[config.mk]
export PLATFORM = sky130hd
export DESIGN_NAME = request_encoder
export DESIGN_NICKNAME = d
export VERILOG_FILES = /design/src/rtl/request_encoder.sv
export SDC_FILE = /design/constraint.sdc
export NUM_CORES = 1
export LEC_CHECK = 0
export CORE_MARGIN = 5
export CORE_UTILIZATION = 41
export DETAILED_ROUTE_END_ITERATION = 16
export PLACE_DENSITY = 0.81
export SLEW_MARGIN = 10
export SYNTH_ARGS = -nofsm -noshare
export SYNTH_HDL_FRONTEND = slang
export SYNTH_SLANG_ARGS = --single-unit
[constraint.sdc]
create_clock -name clk -period 2.5 [get_ports clk]
set_input_delay 0.375 -clock clk [delete_from_list [all_inputs] [get_ports clk]]
set_output_delay 0.375 -clock clk [all_outputs]
set_load 0.01 [all_outputs]
[src/rtl/request_encoder.sv]
// request_encoder
//   Sequential 32-to-5 encoder. Request lines are OR'ed into a sticky pending
//   register; one eligible (pending & mask) index is granted at a time and
//   presented as a 5-bit address with a valid/ack handshake.
//
//   Parameters
//     ROUND_ROBIN : 0 = fixed priority (lowest index wins)
//                   1 = round-robin, search starts just after the last grant
//
//   Ports
//     clk         rising-edge clock
//     reset       synchronous, active-high reset
//     request     per-index request lines, OR'ed into pending every edge
//     mask        per-index enable; pending bit eligible only when mask is 1
//     ack         consumer accepts the presented address
//     address     encoded index of the granted request (registered)
//     valid       address is meaningful and awaiting ack (registered)
//     pending     sticky pending register
//     any_pending OR-reduction of pending, unmasked (registered)
module request_encoder #(
  parameter int unsigned ROUND_ROBIN = 0
) (
  input  logic        clk,
  input  logic        reset,
  input  logic [31:0] request,
  input  logic [31:0] mask,
  input  logic        ack,
  output logic [4:0]  address,
  output logic        valid,
  output logic [31:0] pending,
  output logic        any_pending
);

  typedef enum logic {
    IDLE,
    PRESENT
  } state_t;

  state_t      state;
  logic [4:0]  last;
  logic [31:0] eligible;
  logic [31:0] clr;
  logic [31:0] pending_next;
  logic [4:0]  idx;
  logic [4:0]  sel;
  logic        sel_found;

  // Clear only the index that is actually being acknowledged; a request on
  // the same index at the same edge re-sets it because request is OR'ed last.
  always_comb begin
    eligible = pending & mask;
    clr      = '0;
    if (state == PRESENT && ack) begin
      clr[address] = 1'b1;
    end
    pending_next = (pending & ~clr) | request;
  end

  // Round-robin scans last+1 .. last (mod 32), so the previous winner is
  // checked last; fixed priority scans 0 .. 31.
  always_comb begin
    idx       = '0;
    sel       = '0;
    sel_found = 1'b0;
    for (int unsigned i = 0; i < 32; i++) begin
      if (ROUND_ROBIN != 0) begin
        idx = last + 5'(i + 1);
      end else begin
        idx = 5'(i);
      end
      if (!sel_found && eligible[idx]) begin
        sel       = idx;
        sel_found = 1'b1;
      end
    end
  end

  always_ff @(posedge clk) begin
    if (reset) begin
      state       <= IDLE;
      address     <= '0;
      valid       <= 1'b0;
      pending     <= '0;
      any_pending <= 1'b0;
      last        <= 5'd31;
    end else begin
      pending     <= pending_next;
      any_pending <= |pending_next;
      case (state)
        IDLE: begin
          if (sel_found) begin
            state   <= PRESENT;
            address <= sel;
            valid   <= 1'b1;
            if (ROUND_ROBIN != 0) begin
              last <= sel;
            end
          end
        end
        PRESENT: begin
          // Address holds through the ack so the consumer sees a stable value.
          if (ack) begin
            state <= IDLE;
            valid <= 1'b0;
          end
        end
      endcase
    end
  end

endmodule

==> metrics.csv <==
metric,value,unit
status,finished clean,
synthAdderAreaFrac,0,
cp-end-kind,register,
layout.cells.non_filler,475,
p_int,1.20,mW
die_height,82.7,um
wl_per_cell,18.3,um
worstSetupPathType,primary input to register,
muxShareOfSynthArea,0,
antenna_found_initial,0,
syn-num-nets,344,
worst_slew_pin_slew,0.608,ns
ant_nets,0,
hpwlAfterDp,7100,um
drt_wl_total,8710,um
timing.final.crit_share,0.943,
ys_seq_elements,40,
period_minus_slack,2.36,ns
synth-simple-area-share,0.325,
postSynthCellCount,277,
fin_skew,0.00414,ns
first_pass_iters,4,
gp_congestion,0.891,
grt_setup_unrepaired,false,
relSlewSlack,0.593,
cap_viol_max_count,0,
fin_nets,471,
cp.required,2.65,ns
first_global_vias,2568,
p_leak,1.37,nW
power_density,483,mW/mm2
avgSynthCellArea,7.82,um2
antennaDiodeCount,0,
row_count,26,
comb_power_share,0.301,
power_frac_seq,0.437,
synthXorXnorAreaFrac,0,
cts-root-buf,clkbuf_8,
start_util,0.424,
seq_area_frac_synth,0.370,
clockBufferDepth,2,
switchingPower,510,uW
io_buffers,105,
cts_buffers,5,
cts.sinks,40,
clock.fmax,0.424,GHz
clock_power_share,0.262,
cp_max_fo,7,
ir_drop,0.000332,V
htreeDepth,2,
setup_viol,0,
synth_top_family_by_area,simple AND/OR/NAND/NOR gates,
core_area,0.00511,mm2
whs_path_depth,2,
syn2layout_area_growth,63.1,%
pre_cts_slack,-0.144,ns
min_path_type,register to register,
clk_pin_slew_worst_paths,0.08,ns
ctsResizeCount,0,
ys_warn_count,0,
r2r_slack,0.25,ns
cts_tree,done,
ios,106,
start_kind,primary input,
postCtsHoldBufs,0,
dieArea,0.00684,mm2
finalHoldViolCount,0,
utilization,0.692,
arrival,2.51,ns
viasPerCell,5.57,
switching_share,0.299,
drc,0,
syn_area,0.00217,mm2
clk_latency,0.29,ns
vias,2646,
grt_pass1_wl,13200,um
drive_gt1_frac,0.101,
slew_violations,0,
grt_overflow,0,
holdWs,0.501,ns
worst_slack,0.144,ns
synth_compound_area_frac,0.267,
grt_usage,0.261,
post_cts_buffers,0,
reg2reg_depth,7,
drt-initial-drc-count,150,
fp.dieW,82.7,um
synth_cell_types,41,
grt_max_degree,41,
placed_cells,467,
-- kinds of logic after synthesis --
family / Yosys count
compound gates: 81
simple gates: 138
flops: 40
buf+inv: 18
-- state kept, by name (all words and copies together) (netlist names) --
signal / flops
pending: 32
address: 5
any_pending: 1
valid: 1
state: 1
-- critical path, cell delays in order --
cell and delay, ns:
clkdlybuf4s50_1 0.55, and4b_1 0.40, a31oi_1 0.17, nor4_1 0.38, nand4_1 0.17, nor4_1 0.32
a41oi_1 0.14
-- worst paths after layout --
check / from / endpoint
max: ack / any_pending$_SDFF_PP0_
min: valid$_SDFFE_PP0P_ / valid$_SDFFE_PP0P_
max reg2reg: address[4]$_SDFFE_PP0P_ / any_pending$_SDFF_PP0_
min reg2reg: valid$_SDFFE_PP0P_ / valid$_SDFFE_PP0P_
-- Yosys cell counts (all sizes together) --
library cell	n	share of area
dfxtp	40	0.37
buf	5	0.015
a211oi	4	0.014
nor2b	10	0.029
a41oi	2	0.0081
and3	2	0.0058
inv	7	0.012
a21o	2	0.0069
nand4	10	0.029
a21boi	2	0.0069
nor3b	2	0.012
a22oi	14	0.048
and3b	1	0.0040
a32oi	5	0.020
o211ai	1	0.0035
o21ai	5	0.012
a32o	1	0.0046
o21ba	3	0.014
a21oi	21	0.048
a22o	2	0.0081
nand2	43	0.074
and4	4	0.016
and2	1	0.0029
and4bb	1	0.0058
nor3	7	0.016
nand3b	3	0.010
nand3	3	0.0069
a221oi	1	0.0040
a31oi	11	0.032
clkbuf	6	0.011
and4b	3	0.014
nor4b	2	0.0081
nor2	42	0.073
o22a	1	0.0040
a311oi	2	0.0081
nor4	4	0.018
o2bb2ai	1	0.0040
a2111oi	3	0.021
-- power by group through the flow --
stage          Combinational [mW]  Sequential (mW)  Clock, mW
3_5_place_dp                0.511            0.759          0
6_report                    0.515            0.746      0.447
2_1_floorplan               0.181            0.768          0
3_3_place_gp                0.508            0.758          0
5_1_grt                     0.556            0.754      0.492
4_1_cts                     0.514            0.745      0.455
-- per-layer routing --
metal | share of wire | vias up | GRT usage | routed length, um
li1 | - | 1290 | - | -
met1 | 0.43 | 1233 | 0.336 | 3780
met2 | 0.48 | 119 | 0.448 | 4160
met3 | 0.079 | 4 | 0.0597 | 688
met4 | 0.0087 | 0 | 0.0507 | 76
met5 | 0 | - | 0 | 0
-- layout make-up --
cell class	count	area [um2]
clock buffer	8	90.1
timing repair buffer	131	1250
fill	449	1570
sequential	40	801
tap	70	87.6
inverter	7	26.3
multi-input combinational	219	1280
-- metrics by stage --
stage / setup TNS (ns) / power [mW] / cell area, um2
global placement: -0.0589 / 1.27 / 3440
finish: 0 / 1.71 / 3530
CTS: 0 / 1.71 / 3530
floorplan: 0 / 0.949 / 2170
global route: 0 / 1.80 / 3530
detailed placement: -0.144 / 1.27 / 3440
-- cell usage in the layout, fill, tap and decap left out, drive strengths merged, types with 3 or more instances in the layout --
cell type | netlist | routed
clkdlybuf4s50 | 0 | 105
nand2 | 43 | 43
nor2 | 42 | 42
dfxtp | 40 | 40
buf | 5 | 26
a21oi | 21 | 21
a22oi | 14 | 14
a31oi | 11 | 11
nand4 | 10 | 10
nor2b | 10 | 10
clkbuf | 6 | 8
inv | 7 | 7
nor3 | 7 | 7
o21ai | 5 | 5
a32oi | 5 | 5
and4 | 4 | 4
a211oi | 4 | 4
nor4 | 4 | 4
nand3 | 3 | 3
and4b | 3 | 3
a2111oi | 3 | 3
nand3b | 3 | 3
o21ba | 3 | 3
No activity file was read; power rests on OpenSTA's default activity.
